## config.mk

```make
export PLATFORM = sky130hd
export DESIGN_NAME = cache_victim_buffer
export DESIGN_NICKNAME = d
export VERILOG_FILES = /design/src/rtl/cache_victim_buffer_pkg.sv /design/src/rtl/cache_victim_buffer.sv
export SDC_FILE = /design/constraint.sdc
export NUM_CORES = 1
export LEC_CHECK = 0
export ABC_AREA = 1
export ABC_CLOCK_PERIOD_IN_PS = 2100
export CAP_MARGIN = 0
export CORE_UTILIZATION = 25
export CTS_CLUSTER_DIAMETER = 120
export DETAILED_ROUTE_END_ITERATION = 12
export PLACE_DENSITY_LB_ADDON = 0.12
export SYNTH_ARGS = -nofsm -noshare
export SYNTH_HDL_FRONTEND = slang
export SYNTH_SLANG_ARGS = --single-unit
```

## constraint.sdc

```tcl
create_clock -name clk -period 2.1 [get_ports clk]
set_input_delay 0.525 -clock clk [delete_from_list [all_inputs] [get_ports clk]]
set_output_delay 0.525 -clock clk [all_outputs]
set_load 0.01 [all_outputs]
```

## src/rtl/cache_victim_buffer_pkg.sv

```systemverilog
// Shared definitions for the cache eviction path: victim-buffer FSM states
// and the line-offset width helper.
package cache_victim_buffer_pkg;

  typedef enum logic [1:0] {
    VB_IDLE = 2'd0,
    VB_REQ  = 2'd1,
    VB_DATA = 2'd2,
    VB_RESP = 2'd3
  } vb_state_e;

  function automatic int vb_offset_bits(input int line_words, input int data_width);
    return $clog2(line_words * data_width / 8);
  endfunction

endpackage

```

## src/rtl/cache_victim_buffer.sv

```systemverilog
// Single-entry write-back victim buffer: drains dirty evicted lines to memory
// as an address request plus word burst and flags lookups hitting the held line.
//
// state   | meaning
// IDLE    | empty, accepting victims
// REQ     | write-address request outstanding
// DATA    | streaming line words
// RESP    | waiting for write completion
module cache_victim_buffer
  import cache_victim_buffer_pkg::*;
#(
  parameter int LINE_WORDS = 4,
  parameter int DATA_WIDTH = 32,
  parameter int ADDR_WIDTH = 32,
  parameter int NUM_WAY    = 2
) (
  input  logic                             clk,
  input  logic                             reset,
  input  logic                             evict_valid,
  output logic                             evict_ready,
  input  logic                             evict_dirty,
  input  logic [NUM_WAY-1:0]               evict_way,
  input  logic [ADDR_WIDTH-1:0]            evict_addr,
  input  logic [LINE_WORDS*DATA_WIDTH-1:0] evict_data,
  output logic [NUM_WAY-1:0]               busy_way,
  output logic                             wr_req,
  input  logic                             wr_ack,
  output logic [ADDR_WIDTH-1:0]            wr_addr,
  output logic                             wr_data_valid,
  input  logic                             wr_data_ready,
  output logic [DATA_WIDTH-1:0]            wr_data,
  output logic                             wr_last,
  input  logic                             wr_done,
  input  logic [ADDR_WIDTH-1:0]            lookup_addr,
  output logic                             lookup_hit
);

  localparam int OFFSET_BITS = vb_offset_bits(LINE_WORDS, DATA_WIDTH);
  localparam int CNT_W       = $clog2(LINE_WORDS);
  localparam logic [CNT_W-1:0] LAST_IDX = CNT_W'(LINE_WORDS - 1);
  localparam logic [ADDR_WIDTH-1:0] OFFSET_MASK =
    {{(ADDR_WIDTH-OFFSET_BITS){1'b0}}, {OFFSET_BITS{1'b1}}};

  vb_state_e                        state_q;
  logic [CNT_W-1:0]                 cnt_q;
  logic [LINE_WORDS*DATA_WIDTH-1:0] line_q;
  logic [ADDR_WIDTH-1:0]            addr_q;
  logic [NUM_WAY-1:0]               busy_way_q;
  logic                             evict_ready_q;
  logic                             wr_req_q;
  logic                             wr_data_valid_q;
  logic [DATA_WIDTH-1:0]            word_d;

  always_ff @(posedge clk) begin
    if (reset) begin
      state_q         <= VB_IDLE;
      cnt_q           <= '0;
      line_q          <= '0;
      addr_q          <= '0;
      busy_way_q      <= '0;
      evict_ready_q   <= 1'b1;
      wr_req_q        <= 1'b0;
      wr_data_valid_q <= 1'b0;
    end else begin
      case (state_q)
        VB_IDLE: begin
          // Clean victims are simply dropped; only dirty ones occupy the buffer.
          if (evict_valid && evict_dirty) begin
            state_q       <= VB_REQ;
            line_q        <= evict_data;
            addr_q        <= evict_addr & ~OFFSET_MASK;
            busy_way_q    <= evict_way;
            evict_ready_q <= 1'b0;
            wr_req_q      <= 1'b1;
          end
        end
        VB_REQ: begin
          if (wr_ack) begin
            state_q         <= VB_DATA;
            cnt_q           <= '0;
            wr_req_q        <= 1'b0;
            wr_data_valid_q <= 1'b1;
          end
        end
        VB_DATA: begin
          if (wr_data_ready) begin
            if (cnt_q == LAST_IDX) begin
              state_q         <= VB_RESP;
              wr_data_valid_q <= 1'b0;
            end else begin
              cnt_q <= cnt_q + 1'b1;
            end
          end
        end
        VB_RESP: begin
          if (wr_done) begin
            state_q       <= VB_IDLE;
            busy_way_q    <= '0;
            evict_ready_q <= 1'b1;
          end
        end
        default: state_q <= VB_IDLE;
      endcase
    end
  end

  assign word_d = line_q[cnt_q*DATA_WIDTH +: DATA_WIDTH];

  assign evict_ready   = evict_ready_q;
  assign busy_way      = busy_way_q;
  assign wr_req        = wr_req_q;
  assign wr_addr       = addr_q;
  assign wr_data_valid = wr_data_valid_q;
  assign wr_data       = (state_q == VB_DATA) ? word_d : '0;
  assign wr_last       = (state_q == VB_DATA) && (cnt_q == LAST_IDX);
  assign lookup_hit    = (state_q != VB_IDLE) && ((lookup_addr & ~OFFSET_MASK) == addr_q);

endmodule

```

==> results.yml <==
run_status:
  status: "complete, but fails checks"
  violations: "setup timing"
clocking:
  numClockSinks: 165
  cts_buffers: 17
  worstSkewPairLatency_ns: 0.43
  h-tree-depth: 4
  clkTransAtPathRegs_ns: 0.07
  cts_root_buffer: "clkbuf_16"
  clk_path_buf_depth: 2
  cts_tree: "done"
cells_and_area:
  final_nets: 1552
  area_growth_syn_to_layout_pct: 61.7
  fillCellCount: 3076
  finalNonFillerCells: 1751
  design_area_um2: 12100
  drive_gt1_frac: 0.179
timing:
  setup_violations: 32
  max_freq_ghz: 0.453
  fin_ws_ns: -0.110
  rsz0062_at_grt: "true"
  finalClockSkew_ns: 0.00861
  drv_slew: 0
  period_needed_ns: 2.21
  setup-tns-final_ns: -1.85
  post-route-period-util: 1.05
  finalHoldViolCount: 0
global_routing:
  grt.total_usage: 0.174
  grt_pass1_vias: 7434
  grt_max_degree: 93
  grt_pass1_wl_um: 40800
  grt-ovfl-total: 0
  antenna_found_initial: 3
worst_setup_path:
  slowest_delay_ns: 0.38
  crit_buf_inv: 4
  crit_chain: "inv_6 > buf_12 > bufbuf_16 > o21ai_2 > a21oi_2 > buf_2"
  cp.required_ns: 1.57
  path_class: "reg2out"
  crit_arrival_ns: 1.68
  cp-start-kind: "register"
  worstReg2RegEnd: "state_q[0]"
  r2r_slack_ns: 0.45
  cp_top_family: "buffers and inverters"
  path_max_fanout: 5
  crit_start: "cnt_q[0]"
  crit_slowest_cell: "dfxtp_4"
  reg2reg_depth: 12
  timing.rr.start: "state_q[0]"
  endpoint_kind: "primary output"
logic_synthesis:
  synth_top_family_by_area: "compound AO/OA/AOI/OAI gates"
  synth_simple_gate_area_share: 0.0730
  synth_area_um2: 7490
  yosysSeqAreaShare: 0.441
  syn_inst: 1070
  synth_xor_area_frac: 0.00234
  synth_top_area_share: 0.441
  syn_area_per_cell_um2: 7.00
  synth_fa_ha_area_frac: 0.00835
  synth_seq_cells: 165
  synth-compound-area-share: 0.324
  synth.distinct_cells: 21
  yosys-mux-area-fraction: 0
  synth_area_leader_cell: "dfxtp_1"
  ys_warn_count: 0
  yosys-top-cells-area: "dfxtp_1 44%, a21oi_1 17%, o21ai_0 13%, inv_1 9.7%, nand2_1 5.0%"
floorplan:
  die-area_um2: 30700
  io_pins: 272
  fp.coreArea_um2: 29600
  fp.dieW_um: 175
  row_count: 63
  start_util: 0.253
  die_y_um: 175
flow_run:
  max_cap_violations: 0
routing:
  vias: 7639
  antenna_left: 0
  drtIter0Drc: 300
  drc: 0
  routed_wirelength_um: 26800
  drt-vias-per-instance: 4.36
  wire_per_inst_um: 15.3
  drt_pass1_iterations: 4
power:
  leakage_nw: 4.71
  power_density_nw_per_um2: 971
  power.total_mw: 11.8
  ir_drop_mv: 0.507
placed_design:
  hpwl_um: 18600
  place_inst: 1700
  port_buffers: 259
  gp_congestion: 0.766
  place_area_um2: 10900
worst_hold_path:
  hold_start: "line_q[2]"
  hold_depth: 2
  hold_end: "line_q[2]"
  holdCritPathClass: "reg2reg"
cell usage in the layout (no fill, tap or decap), drive strengths merged:
| cell | Yosys | routed |
|---|---|---|
| dlygate4sd2 | 0 | 13 |
| nand2 | 100 | 100 |
| dlymetal6s2s | 0 | 9 |
| ha | 5 | 5 |
| conb | 1 | 4 |
| bufinv | 0 | 1 |
| o21ai | 226 | 226 |
| clkdlybuf4s50 | 0 | 203 |
| xnor2 | 2 | 2 |
| or2 | 2 | 2 |
| buf | 47 | 104 |
| nor2 | 35 | 35 |
| dfxtp | 165 | 165 |
| clkinvlp | 0 | 3 |
| clkdlybuf4s15 | 0 | 1 |
| bufbuf | 0 | 1 |
| inv | 194 | 201 |
| clkinv | 0 | 3 |
| o211ai | 2 | 2 |
| a21oi | 256 | 256 |
| clkbuf | 32 | 20 |
| diode | 0 | 2 |
| nand3 | 3 | 3 |
flip-flops by register name, indices dropped and copies added (netlist names):
| signal | flops |
|---|---|
| line_q | 128 |
| wr_addr | 28 |
| busy_way | 2 |
| cnt_q | 2 |
| state_q | 2 |
| evict_ready | 1 |
| wr_data_valid | 1 |
| wr_req | 1 |
worst max path at each step:
stage	to	slack, ns	cells after the start
6_report	wr_data[26]	-0.11	6
5_1_grt	wr_data[9]	-0.19	6
4_1_cts	wr_data[24]	-0.15	7
3_5_place_dp	lookup_hit	-0.68	10
3_3_place_gp	lookup_hit	-0.69	10
2_1_floorplan	lookup_hit	0.32	9
kinds of logic after synthesis:
group,after synthesis
AND/OR/NAND/NOR,140
XOR/XNOR,2
buffers and inverters,273
adder cells (fa/ha/maj),5
other,1
AO/OA/AOI/OAI,484
flip-flops,165
worst reg2reg max path: stages, from the launching register on:
cell	delay, ns
dfxtp_2	0.34
inv_2	0.05
buf_6	0.11
ha_4	0.17
inv_8	0.10
buf_16	0.18
nor2_1	0.05
inv_1	0.06
nand2_1	0.07
nor2_1	0.23
nand2_1	0.08
nand2_1	0.07
nor2_1	0.04
cell usage after synthesis, drive strengths merged:
master  instances
ha              5
xnor2           2
buf            47
nand3           3
conb            1
clkbuf         32
nor2           35
nand2         100
inv           194
or2             2
a21oi         256
o211ai          2
o21ai         226
dfxtp         165
power breakdown:
group / switching [mW] / total, mW / internal (mW) / leakage (nW)
Sequential: 0.270 / 3.97 / 3.70 / 1.36
Clock: 1.47 / 3.17 / 1.70 / 0.278
Combinational: 2.41 / 4.62 / 2.22 / 3.07
layer usage:
| layer | track usage | part of all wire |
|---|---|---|
| met5 | 0 | 0 |
| met4 | 0.0388 | 0.0081 |
| met3 | 0.0622 | 0.073 |
| met2 | 0.309 | 0.50 |
| met1 | 0.198 | 0.42 |
metrics by stage:
| stage | setup slack [ns] | utilization | hold WS [ns] |
|---|---|---|---|
| finish | -0.110 | 0.410 | 0.443 |
| global route | -0.191 | 0.409 | 0.462 |
| CTS | -0.149 | 0.399 | 0.444 |
| detailed placement | -0.681 | 0.367 | 0.431 |
| global placement | -0.685 | 0.367 | 0.427 |
| floorplan | 0.325 | - | 0.419 |
layout make-up:
class | instances | area [µm²] | area share
well taps | 390 | 488 | 0.0403
inverters | 194 | 748 | 0.0618
diodes | 2 | 5.00 | 0.000413
multi-input cells | 635 | 3510 | 0.290
clock buffers | 18 | 439 | 0.0363
repair buffers | 333 | 3460 | 0.286
clock inverters | 14 | 141 | 0.0117
flip-flops and latches | 165 | 3310 | 0.274
timing repair:
action,CTS,global route
buffers inserted,3,8
hold buffers,0,0
endpoints found under the hold margin,0,0
pin swaps,34,22
cloned,6,2
gates resized for setup,291,77
endpoints found under the setup margin,34,34
Note: power is estimated with default switching activity, not from simulation.
